**config.mk**
```make
export PLATFORM = sky130hd
export DESIGN_NAME = barrel_pool_vert
export DESIGN_NICKNAME = d
export VERILOG_FILES = /design/src/rtl/barrel_pool_vert.sv
export SDC_FILE = /design/constraint.sdc
export NUM_CORES = 1
export LEC_CHECK = 0
export CORE_ASPECT_RATIO = 1.25
export CORE_MARGIN = 4
export CORE_UTILIZATION = 30
export CTS_BUF_LIST = sky130_fd_sc_hd__clkbuf_4 sky130_fd_sc_hd__clkbuf_8
export DETAILED_ROUTE_END_ITERATION = 8
export PLACE_DENSITY = 0.54
export RECOVER_POWER = 25
export SLEW_MARGIN = 15
export SYNTH_ARGS = -nofsm -noshare
export SYNTH_HDL_FRONTEND = slang
export SYNTH_SLANG_ARGS = --single-unit
```
**constraint.sdc**
```tcl
create_clock -name clk -period 3.55 [get_ports clk]
set_input_delay 1.065 -clock clk [delete_from_list [all_inputs] [get_ports clk]]
set_output_delay 1.065 -clock clk [all_outputs]
set_load 0.03 [all_outputs]
```
**src/rtl/barrel_pool_vert.sv**
```systemverilog
// barrel_pool_vert
// Pool of N_BARRELS independent barrels that drop straight down from Kong.
// Each slot runs a two-state FSM (ST_IDLE / ST_FALL). A spawn request claims
// the lowest free slot. The barrel then falls under a saturating velocity
// that is updated once every TICK_DIV cycles. It ends on the floor, or when
// it overlaps Donkey if the hit test is compiled in.
//
// Configuration macro: BARREL_POOL_HIT_EN
//   defined   -> barrel/Donkey overlap test ends a fall and pulses barrel_hit
//   undefined -> barrel_hit is tied low; barrels end only at FLOOR_Y
//
// Ports
//   clk          sole clock, rising edge
//   rst          synchronous active-high reset
//   barrel       spawn request, sampled every cycle
//   xpos_kong    Kong x position (spawn x = xpos_kong + X_OFFSET)
//   xpos_donkey  Donkey x position (hit test)
//   ypos_donkey  Donkey y position (hit test)
//   active       per-slot: slot is in ST_FALL (this is also the FSM state view)
//   xpos, ypos   per-slot 11-bit positions, slot i at [11i+10:11i]; 0 when idle
//   done         per-slot 1-cycle pulse when a fall ends (floor or hit)
//   barrel_hit   per-slot 1-cycle pulse when a fall ends on Donkey
//   spawn_drop   1-cycle pulse when a request found every slot busy
module barrel_pool_vert #(
  parameter int N_BARRELS = 4,
  parameter int TICK_DIV  = 400000,
  parameter int SPAWN_Y   = 160,
  parameter int FLOOR_Y   = 736,
  parameter int VMAX      = 12,
  parameter int X_OFFSET  = 12
) (
  input  logic                      clk,
  input  logic                      rst,
  input  logic                      barrel,
  input  logic [10:0]               xpos_kong,
  input  logic [10:0]               xpos_donkey,
  input  logic [10:0]               ypos_donkey,
  output logic [N_BARRELS-1:0]      active,
  output logic [11*N_BARRELS-1:0]   xpos,
  output logic [11*N_BARRELS-1:0]   ypos,
  output logic [N_BARRELS-1:0]      done,
  output logic [N_BARRELS-1:0]      barrel_hit,
  output logic                      spawn_drop
);

  typedef enum logic {ST_IDLE = 1'b0, ST_FALL = 1'b1} state_t;

  localparam int              CW       = $clog2(TICK_DIV);
  localparam logic [CW-1:0]   CNT_LAST = CW'(TICK_DIV - 1);
  localparam logic [11:0]     FLOOR12  = 12'(FLOOR_Y);
  localparam logic [10:0]     FLOOR11  = 11'(FLOOR_Y);
  localparam logic [10:0]     SPAWN11  = 11'(SPAWN_Y);
  localparam logic [10:0]     VMAX11   = 11'(VMAX);

  state_t        st    [N_BARRELS];
  logic [10:0]   x_q   [N_BARRELS];
  logic [10:0]   y_q   [N_BARRELS];
  logic [10:0]   v_q   [N_BARRELS];
  logic [CW-1:0] cnt_q [N_BARRELS];

  logic [N_BARRELS-1:0] claim;
  logic                 free_any;
  logic [N_BARRELS-1:0] hit;
  logic [11:0]          spawn_x;

  assign free_any = ~&active;
  assign spawn_x  = {1'b0, xpos_kong} + 12'(X_OFFSET);

  // One-hot claim of the lowest slot whose registered active bit is clear.
  // Using the registered bit means a slot that ends this cycle is only
  // claimable from the next cycle on.
  always_comb begin
    logic taken;
    taken = 1'b0;
    claim = '0;
    for (int i = 0; i < N_BARRELS; i++) begin
      if (!active[i] && !taken) begin
        claim[i] = 1'b1;
        taken    = 1'b1;
      end
    end
  end

`ifdef BARREL_POOL_HIT_EN
  // Bounding-box overlap against Donkey, all sums 12 bits so none can wrap.
  always_comb begin
    hit = '0;
    for (int i = 0; i < N_BARRELS; i++) begin
      hit[i] = (st[i] == ST_FALL) &&
               ({1'b0, x_q[i]} + 12'd28 >= {1'b0, xpos_donkey}) &&
               ({1'b0, x_q[i]} <= {1'b0, xpos_donkey} + 12'd44) &&
               ({1'b0, y_q[i]} + 12'd32 >= {1'b0, ypos_donkey}) &&
               ({1'b0, y_q[i]} <= {1'b0, ypos_donkey} + 12'd32);
    end
  end
`else
  assign hit = '0;
  logic unused_donkey;
  assign unused_donkey = ^{xpos_donkey, ypos_donkey};
`endif

  always_ff @(posedge clk) begin
    if (rst) begin
      spawn_drop <= 1'b0;
      done       <= '0;
      barrel_hit <= '0;
      for (int i = 0; i < N_BARRELS; i++) begin
        st[i]    <= ST_IDLE;
        x_q[i]   <= '0;
        y_q[i]   <= '0;
        v_q[i]   <= '0;
        cnt_q[i] <= '0;
      end
    end else begin
      spawn_drop <= barrel && !free_any;
      for (int i = 0; i < N_BARRELS; i++) begin
        done[i]       <= 1'b0;
        barrel_hit[i] <= 1'b0;
        case (st[i])
          ST_FALL: begin
            // Hit is checked before the floor so a coincident floor landing
            // still reports as a hit, with a single done pulse.
            if (hit[i] || y_q[i] == FLOOR11) begin
              st[i]         <= ST_IDLE;
              done[i]       <= 1'b1;
              barrel_hit[i] <= hit[i];
              x_q[i]        <= '0;
              y_q[i]        <= '0;
              v_q[i]        <= '0;
              cnt_q[i]      <= '0;
            end else if (cnt_q[i] == CNT_LAST) begin
              cnt_q[i] <= '0;
              if ({1'b0, y_q[i]} + {1'b0, v_q[i]} >= FLOOR12) begin
                y_q[i] <= FLOOR11;
              end else begin
                y_q[i] <= y_q[i] + v_q[i];
              end
              if (v_q[i] < VMAX11) begin
                v_q[i] <= v_q[i] + 11'd1;
              end
            end else begin
              cnt_q[i] <= cnt_q[i] + CW'(1);
            end
          end
          default: begin
            if (barrel && claim[i]) begin
              st[i]    <= ST_FALL;
              x_q[i]   <= spawn_x[10:0];
              y_q[i]   <= SPAWN11;
              v_q[i]   <= '0;
              cnt_q[i] <= '0;
            end
          end
        endcase
      end
    end
  end

  for (genvar g = 0; g < N_BARRELS; g++) begin : g_out
    assign active[g]         = (st[g] == ST_FALL);
    assign xpos[11*g +: 11]  = x_q[g];
    assign ypos[11*g +: 11]  = y_q[g];
  end

endmodule

```
==> out/metrics.cfg, run 1 <==
[outcome]
outcome = complete, no violations

[drt]
vias_per_cell = 4.84
ant_nets = 0
wl_per_cell_microns = 16.2
drtPass1Iterations = 5
num_vias = 8660
drtIter0Drc = 444
wirelength_microns = 29100
drcViolationCount = 0

[cts]
post-cts-setup-buffer-count = 0
clock_latency_ns = 0.55
post_cts_resized = 0
clock_tree.root_cell = clkbuf_8
numCtsBuffers = 39
htreeDepth = 2
hold_buffers = 0
clockBufferDepth = 3
tritoncts = done
path_clk_slew_ns = 0.07
cts.sinks = 217

[global_route]
grt_use_total_pct = 13.4
top_usage_layer = met2
grt_pass1_wl_microns = 45800
antenna_found_initial = 0
grt_overflow = 0
grt_use_met1_pct = 16.8
grt_pass1_vias = 8674
grt_use_met2_pct = 23.4
grt_use_met3_pct = 2.54
grt_max_degree = 20

[setup_path]
critPathMaxStageDelay_ns = 0.47
worstPathMaxFanout = 5
required_ns = 3.82
cp_num_buf_inv = 0
cp-end-kind = flop
arrival_ns = 3.30
worstSetupStartpoint = y_q[3][0]$_SDFFCE_PP0P_
critPathSlowestCell = o2111ai_1
r2r-start = y_q[3][0]$_SDFFCE_PP0P_
worstSetupStartpointType = flop
crit_path_cell_trace = ha_1 -> fa_1 -> a211oi_1 -> nor2_1 -> o21ai_0 -> xor2_1 -> o31a_1 -> o2111ai_1 -> nor3_1
crit_family = compound AO/OA/AOI/OAI gates
criticalPathCategory = reg -> reg

[yosys]
netlist_area_sq_um = 11900
syn-instance-count = 1072
async_reset_ff_share_pct = 0
synth-compound-area-share_pct = 9.21
synth-edff-count = 212
synthAdderAreaFrac_pct = 6.25
yosysSeqAreaShare_pct = 54.3
synth_top_family_by_area = simple AND/OR/NAND/NOR gates
ys_ff_latch = 217
ys.flop_type = edfxtp_1
yosys_warnings = 0
synth_cell_types = 69
synth.avg_cell_area_sq_um = 11.1
synth-simple-area-share_pct = 19.4
synth_xor_area_share_pct = 7.57
muxShareOfSynthArea_pct = 0.547

[floorplan]
num_rows = 81
die_h_microns = 231
fp.dieArea_sq_um = 42900
io_pins = 137
start_util_pct = 30.4
die_w_microns = 186
core_sq_um = 39100

[placed_design]
preCtsSetupSlack_ns = 0.148
gp_congestion = 0.813
port_buffers = 110
post-dp-hpwl_microns = 22000

[sta]
layout_min_cycle_time_ns = 3.04
setup_tns_ns = 0
max_freq_mhz = 329
rsz0062_at_grt = false
drv_slew = 0
period_share_pct = 85.5
final-setup-viol-count = 0
fin_ws_ns = 0.514
finClkSkew_ns = 0.0271
worst_pin_slew_ns = 1.13
maxSlewHeadroom_pct = 24.4
report.final.hold_viol_count = 0

[cells_and_area]
final_nets = 1353
mostFrequentLayoutCells = edfxtp_1 (212), nor2_1 (183), clkdlybuf4s50_1 (108)
final_common_cell = edfxtp_1
synthToLayoutAreaGrowth_pct = 23.1
drive_gt1_share_pct = 9.06
final_util_pct = 37.4

[run]
drv_cap = 0

[pwr]
total_power_uw = 6730
p_leak_uw = 0.00539
power-per-cell-area_nw_per_um2 = 460
max-vdd-ir-drop_mv = 0.189

[worst_hold_path]
hold_path_startpoint = cnt_q[0][0]$_SDFFCE_PP0P_
min_path_type = reg -> reg

[per-layer routing]
layer	up-vias	share of wire [%]
met5	-	0
met4	0	2.6
met3	48	5.2
met2	187	50
met1	4130	43
li1	4295	-
[cells by family (layout without fill, tap and decap cells)]
logic type	after synthesis	after routing
simple gates	464	464
flops	217	217
compound gates	152	152
xor+xnor	102	102
buf+inv	73	257
fa+ha+maj	57	57
mux	6	6
other cells	1	37
[area by class of cell]
type / count / area, sq um
multi-input combinational: 817 / 5250
timing repair buffer: 145 / 1340
antenna: 1 / 2.50
clock inverter: 16 / 126
inverter: 40 / 150
tap: 498 / 623
sequential: 217 / 6470
fill: 3884 / 24500
clock buffer: 56 / 683
[cells in the mapped netlist (4+ instances only)]
cell type  count  share of area [%]
nor4_1        15               0.79
dfxtp_1        5               0.84
fa_1           4               0.67
ha_1          53                5.6
a21oi_1       39                1.6
xor2_1        58                4.3
nand2b_1      12               0.63
nor3b_1        5               0.32
nor3_1        14               0.59
or4_1          6               0.38
xnor2_1       43                3.2
o21ai_1        4               0.17
a21o_1         6               0.38
a41oi_1        5               0.37
o31a_1         4               0.29
buf_2          4               0.17
and4_1         6               0.44
nand2_1       58                1.8
nor3_2         4               0.34
o21a_1         6               0.38
edfxtp_1     212                 54
a31oi_1        6               0.32
and2_1        12               0.63
o21bai_1       4               0.25
o311a_1        4               0.34
inv_1         40                1.3
nor2_1       183                5.8
nand4_1       26                1.4
nor2b_1       12               0.63
buf_4          8               0.50
mux2i_1        4               0.34
o21ai_0       30                1.3
and3_1        22                1.2
a211oi_1      11               0.69
nand3b_1       4               0.25
clkbuf_1      21               0.66
nor4bb_1       6               0.50
or2_2          8               0.42
or3_1          7               0.37
nand3_1       55                2.3
[per-stage QoR]
stage               hold WS, ns  instance area, sq um  cells
floorplan                 0.566                 12000   1107
global placement          0.597                 13900   1717
detailed placement        0.606                 13900   1717
CTS                       0.618                 14700   1789
global route              0.642                 14600   1789
finish                    0.615                 14600   1790
[power by group]
part / internal (uW) / total, uW / switching, uW
clock network: 1390 / 2440 / 1050
registers: 3020 / 3180 / 156
logic: 438 / 1120 / 682
total: 4850 / 6730 / 1880
[path summary, 6_finish.rpt]
| kind | endpoint | slack [ns] | cells past startpoint |
|---|---|---|---|
| worst max-delay path | y_q[3][4]$_SDFFCE_PP0P_ | 0.51 | 9 |
| worst min-delay path | cnt_q[0][0]$_SDFFCE_PP0P_ | 0.62 | 1 |
| worst max register to register | y_q[3][4]$_SDFFCE_PP0P_ | 0.51 | 9 |
| worst min register to register | cnt_q[0][0]$_SDFFCE_PP0P_ | 0.62 | 1 |
[state kept, by name (all words and copies together), names as in the netlist]
signal / count
cnt_q: 76
y_q: 44
st: 4
done: 4
spawn_drop: 1
x_q: 44
v_q: 44
[worst reg2reg max path: stages, from the launching register on]
cell	delay, ns
edfxtp_1	0.43
ha_1	0.26
fa_1	0.45
a211oi_1	0.34
nor2_1	0.14
o21ai_0	0.36
xor2_1	0.11
o31a_1	0.12
o2111ai_1	0.47
nor3_1	0.10
(Power assumes the default switching activity.)
==> inputs of run 2 (changes only) <==
--- a/config.mk
+++ b/config.mk
@@ -8,11 +8,12 @@
 export CORE_ASPECT_RATIO = 1.25
 export CORE_MARGIN = 4
 export CORE_UTILIZATION = 30
-export CTS_BUF_LIST = sky130_fd_sc_hd__clkbuf_4 sky130_fd_sc_hd__clkbuf_8
 export DETAILED_ROUTE_END_ITERATION = 8
 export PLACE_DENSITY = 0.54
 export RECOVER_POWER = 25
+export SETUP_SLACK_MARGIN = 0.3
 export SLEW_MARGIN = 15
 export SYNTH_ARGS = -nofsm -noshare
 export SYNTH_HDL_FRONTEND = slang
 export SYNTH_SLANG_ARGS = --single-unit
+export TNS_END_PERCENT = 20
==> run 2 against run 1 <==
Utilization hardly changed. Final cell count decreased by 1.5%. Sequential power about the same. Register-to-register slack about the same. Critical path type unchanged. Largest power group unchanged.
==> out/metrics.cfg, run 2 (synthesized netlist as in run 1, its figures left out) <==
[global_route]
grt_use_total_pct = 13.2
grt_max_degree = 20
grt_pass1_vias = 8502
grt_pass1_wl_microns = 45200
grt_overflow = 0
antenna_found_initial = 0

[cells_and_area]
drive_gt1_share_pct = 6.88
final_common_cell = edfxtp_1
final_util_pct = 37.4
largest_reg_flops = 76
final_nets = 1339
final_area_sq_um = 14600
mostFrequentLayoutCells = edfxtp_1 (212), nor2_1 (183), clkdlybuf4s50_1 (108)
regMostFlops = cnt_q
fin_cells = 1763
synthToLayoutAreaGrowth_pct = 22.9

[setup_path]
cp-end-kind = flop
arrival_ns = 3.28
worstPathMaxFanout = 5
critPathSlowestCell = o2111ai_1
r2r-start = v_q[3][0]$_SDFFCE_PP0P_
worstSetupStartpointType = flop
r2r-end = y_q[3][4]$_SDFFCE_PP0P_
crit_path_cell_trace = ha_1 -> fa_1 -> a211oi_1 -> nor2_1 -> o21ai_0 -> xor2_1 -> o31a_1 -> o2111ai_1 -> nor3_1
criticalPathCategory = reg -> reg
r2r_slack_ns = 0.52
cp_num_buf_inv = 0
r2r_cells = 9
crit_family = compound AO/OA/AOI/OAI gates
critPathMaxStageDelay_ns = 0.47
required_ns = 3.80

[sta]
layout_min_cycle_time_ns = 3.03
worst_pin_slew_ns = 1.12
finClkSkew_ns = 0.0163
period_share_pct = 85.4
rsz0062_at_grt = false
drv_slew = 0
final-setup-viol-count = 0
maxSlewHeadroom_pct = 25.6
setup_tns_ns = 0
max_freq_mhz = 330
report.final.hold_viol_count = 0

[placed_design]
placed_cells = 1717
port_buffers = 110
place_area_sq_um = 13900
gp_congestion = 0.813
post-dp-hpwl_microns = 22000

[worst_hold_path]
holdPathStages = 2
min_to = cnt_q[2][18]$_SDFFCE_PP0P_
min_path_type = reg -> reg
hold_path_startpoint = cnt_q[2][18]$_SDFFCE_PP0P_

[drt]
wl_per_cell_microns = 16.3
drtPass1Iterations = 5
num_vias = 8525
vias_per_cell = 4.84
wirelength_microns = 28800
drcViolationCount = 0
drtIter0Drc = 450
ant_nets = 0

[cts]
clock_latency_ns = 0.53
clock_tree.root_cell = clkbuf_16
numCtsBuffers = 25
post_cts_resized = 0
tritoncts = done
post-cts-setup-buffer-count = 0
path_clk_slew_ns = 0.06
htreeDepth = 1
cts.sinks = 217
clockBufferDepth = 3
hold_buffers = 0

[floorplan]
num_rows = 81
start_util_pct = 30.4
core_sq_um = 39100
fp.dieArea_sq_um = 42900
io_pins = 137
die_h_microns = 231
die_w_microns = 186

[pwr]
power_frac_seq_pct = 46.6
max-vdd-ir-drop_mv = 0.315
swShare_pct = 27.3
netSwitchingPower_uw = 1860
comb_power_share_pct = 16.4
power-per-cell-area_nw_per_um2 = 467
total_power_uw = 6820
clkPwrFrac_pct = 37.0
p_int_uw = 4960
p_leak_uw = 0.00535

[outcome]
outcome = complete, no violations

[run]
drv_cap = 0

==> run 2: tightest hold or removal path, cell delays in order, from the launching register on <==
cell and delay [ns]:
edfxtp_1 0.35, xor2_1 0.07, nor2_1 0.08
==> run 2: cell type report <==
| cell class | count | area, sq um |
|---|---|---|
| Antenna cell | 1 | 2.50 |
| Clock buffer | 28 | 637 |
| Clock inverter | 17 | 161 |
| Fill cell | 3871 | 24500 |
| Inverter | 40 | 150 |
| Multi-Input combinational cell | 817 | 5250 |
| Sequential cell | 217 | 6470 |
| Tap cell | 498 | 623 |
| Timing Repair Buffer | 145 | 1330 |
==> run 2: worst max-delay path by stage <==
stage | start | endpoint | cells past startpoint
5_1_grt | v_q[3][0]$_SDFFCE_PP0P_ | y_q[3][4]$_SDFFCE_PP0P_ | 9
4_1_cts | v_q[3][0]$_SDFFCE_PP0P_ | y_q[3][4]$_SDFFCE_PP0P_ | 9
6_report | v_q[3][0]$_SDFFCE_PP0P_ | y_q[3][4]$_SDFFCE_PP0P_ | 9
3_3_place_gp | rst | v_q[3][2]$_SDFFCE_PP0P_ | 7
2_1_floorplan | rst | v_q[2][0]$_SDFFCE_PP0P_ | 5
3_5_place_dp | rst | v_q[3][3]$_SDFFCE_PP0P_ | 7
==> run 2: power by group through the flow <==
stage / combinational [uW] / sequential [uW] / clock (uW)
after detailed placement: 1130 / 3230 / 0
after CTS: 1130 / 3180 / 2600
final: 1120 / 3180 / 2530
after global routing: 1230 / 3200 / 2710
after global placement: 1120 / 3230 / 0
after floorplan: 644 / 3310 / 0
==> run 2: layer usage <==
| layer | global-route usage, % | vias up | wire [microns] | part of all wire [%] |
|---|---|---|---|---|
| li1 | - | 4253 | - | - |
| met1 | 16.9 | 4091 | 12500 | 43 |
| met2 | 23.2 | 147 | 14300 | 50 |
| met3 | 2.17 | 34 | 1360 | 4.7 |
| met4 | 3.51 | 0 | 607 | 2.1 |
| met5 | 0 | - | 0 | 0 |
==> run 2: per-stage QoR <==
stage,setup WS [ns],hold WS [ns]
2_1_floorplan,0.451,0.566
3_3_place_gp,0.193,0.597
4_1_cts,0.520,0.624
6_report,0.520,0.621
3_5_place_dp,0.148,0.606
5_1_grt,0.307,0.643
==> inputs of run 3 (changes only) <==
--- a/config.mk
+++ b/config.mk
@@ -9,7 +9,6 @@
 export CORE_MARGIN = 4
 export CORE_UTILIZATION = 30
 export DETAILED_ROUTE_END_ITERATION = 8
-export PLACE_DENSITY = 0.54
 export RECOVER_POWER = 25
 export SETUP_SLACK_MARGIN = 0.3
 export SLEW_MARGIN = 15
==> run 3 against run 2 <==
Register-to-register slack lost 0.03 ns. Clock skew shrank 0.0084 ns. Power grew 0.51%. Fmax shrank 3.3%. Wire length grew 0.16%. Count of clock-buffer cells in the layout shrank 3. Critical path depth shrank 4. Sequential power is essentially flat. Non-clock buffer count shrank 8. Largest power group unchanged.
==> out/metrics.cfg, run 3 (synthesized netlist as in run 1, its figures left out) <==
[drt]
drtPass1Iterations = 5
ant_nets = 0
wirelength_microns = 28800
vias_per_cell = 4.92
drcViolationCount = 0
num_vias = 8618
wl_per_cell_microns = 16.5
drtIter0Drc = 425

[sta]
drv_slew = 0
period_share_pct = 88.3
finClkSkew_ns = 0.00783
report.final.hold_viol_count = 0
layout_min_cycle_time_ns = 3.13
worst_pin_slew_ns = 1.12
rsz0062_at_grt = false
holdWs_ns = 0.610
maxSlewHeadroom_pct = 25.3
setup_tns_ns = 0
final-setup-viol-count = 0
max_freq_mhz = 319

[cells_and_area]
largest_reg_flops = 76
drive_gt1_share_pct = 6.47
mostFrequentLayoutCells = edfxtp_1 (212), nor2_1 (183), clkdlybuf4s50_1 (108)
n_fill_cell = 3812
synthToLayoutAreaGrowth_pct = 22.3
antenna_cells = 0
regMostFlops = cnt_q
final_area_sq_um = 14600
final_common_cell = edfxtp_1
final_nets = 1329

[floorplan]
num_rows = 81
io_pins = 137
core_sq_um = 39100
die_w_microns = 186
fp.dieArea_sq_um = 42900
start_util_pct = 30.4
die_h_microns = 231

[run]
drv_cap = 0

[cts]
post_cts_resized = 0
post-cts-setup-buffer-count = 0
hold_buffers = 0
clock_tree.root_cell = clkbuf_16
path_clk_slew_ns = 0.06
clockBufferDepth = 3
numCtsBuffers = 23
htreeDepth = 1
tritoncts = done
clock_latency_ns = 0.52
cts.sinks = 217

[global_route]
grt_overflow = 0
grt_pass1_vias = 8565
antenna_found_initial = 3
grt_max_degree = 20
grt_use_total_pct = 13.3
grt_pass1_wl_microns = 45700

[worst_hold_path]
min_path_type = reg -> reg

[setup_path]
worstSetupStartpointType = input pin
criticalPathCategory = in -> reg
worstPathMaxFanout = 19
r2r_cells = 9
r2r-start = v_q[3][0]$_SDFFCE_PP0P_
endpoint = cnt_q[1][12]$_SDFFCE_PP0P_
required_ns = 3.69
worstSetupStartpoint = rst
cp-end-kind = flop
r2r_slack_ns = 0.49
arrival_ns = 3.27
r2r-end = y_q[3][4]$_SDFFCE_PP0P_

[pwr]
power-per-cell-area_nw_per_um2 = 471
swShare_pct = 27.0
max-vdd-ir-drop_mv = 0.262
power_frac_seq_pct = 46.4
comb_power_share_pct = 16.1
clkPwrFrac_pct = 37.5
p_int_uw = 5000
netSwitchingPower_uw = 1850
p_leak_uw = 0.00530

[placed_design]
post-dp-hpwl_microns = 22000
port_buffers = 110
place_area_sq_um = 13800
gp_congestion = 0.857

[outcome]
outcome = complete, no violations

run 3: layout make-up:
cell class	count	area (sq um)	share of cell area, %
sequential	217	6470	44.4
clock buffer	25	583	4.01
tap	498	623	4.28
inverter	40	150	1.03
clock inverter	16	213	1.46
timing repair buffer	137	1260	8.68
multi-input combinational	817	5250	36.1
run 3: worst min path at each step:
stage / depth (start not counted) / slack [ns] / from / endpoint
2_1_floorplan: 1 / 0.57 / st[3]$_DFFE_PP_ / spawn_drop$_SDFF_PP0_
3_3_place_gp: 2 / 0.60 / cnt_q[3][4]$_SDFFCE_PP0P_ / cnt_q[3][4]$_SDFFCE_PP0P_
3_5_place_dp: 2 / 0.60 / cnt_q[2][18]$_SDFFCE_PP0P_ / cnt_q[2][18]$_SDFFCE_PP0P_
4_1_cts: 2 / 0.61 / y_q[0][3]$_SDFFCE_PP0P_ / done[0]$_SDFF_PP0_
5_1_grt: 1 / 0.64 / cnt_q[3][0]$_SDFFCE_PP0P_ / cnt_q[3][0]$_SDFFCE_PP0P_
6_report: 2 / 0.61 / y_q[0][4]$_SDFFCE_PP0P_ / done[0]$_SDFF_PP0_
run 3: worst max-delay path, stage by stage:
cell	delay, ns
dlygate4sd3_1	0.71
clkbuf_1	0.42
nor2_1	0.13
nand2_1	0.12
clkbuf_1	0.81
run 3: metal layers:
layer	routed length (microns)	vias up	track usage, %
li1	-	4248	-
met4	924	4	4.76
met5	22	-	0
met3	1290	57	1.95
met1	12300	4117	17.0
met2	14300	192	22.9
run 3: through the flow:
step / std cells / util (%) / setup WS, ns / power, uW
final: 1750 / 37.2 / 0.416 / 6860
after global routing: 1750 / 37.2 / 0.212 / 7170
after CTS: 1750 / 37.3 / 0.518 / 6950
after detailed placement: 1709 / 35.3 / 0.123 / 4350
after global placement: 1709 / 35.3 / 0.160 / 4330
after floorplan: 1107 / - / 0.451 / 3960
run 3: power by group through the flow:
stage,Combinational [uW],Sequential (uW),Clock [uW]
after floorplan,644,3310,0
after global placement,1090,3230,0
after detailed placement,1110,3240,0
after CTS,1120,3190,2640
after global routing,1210,3210,2750
final,1100,3180,2570
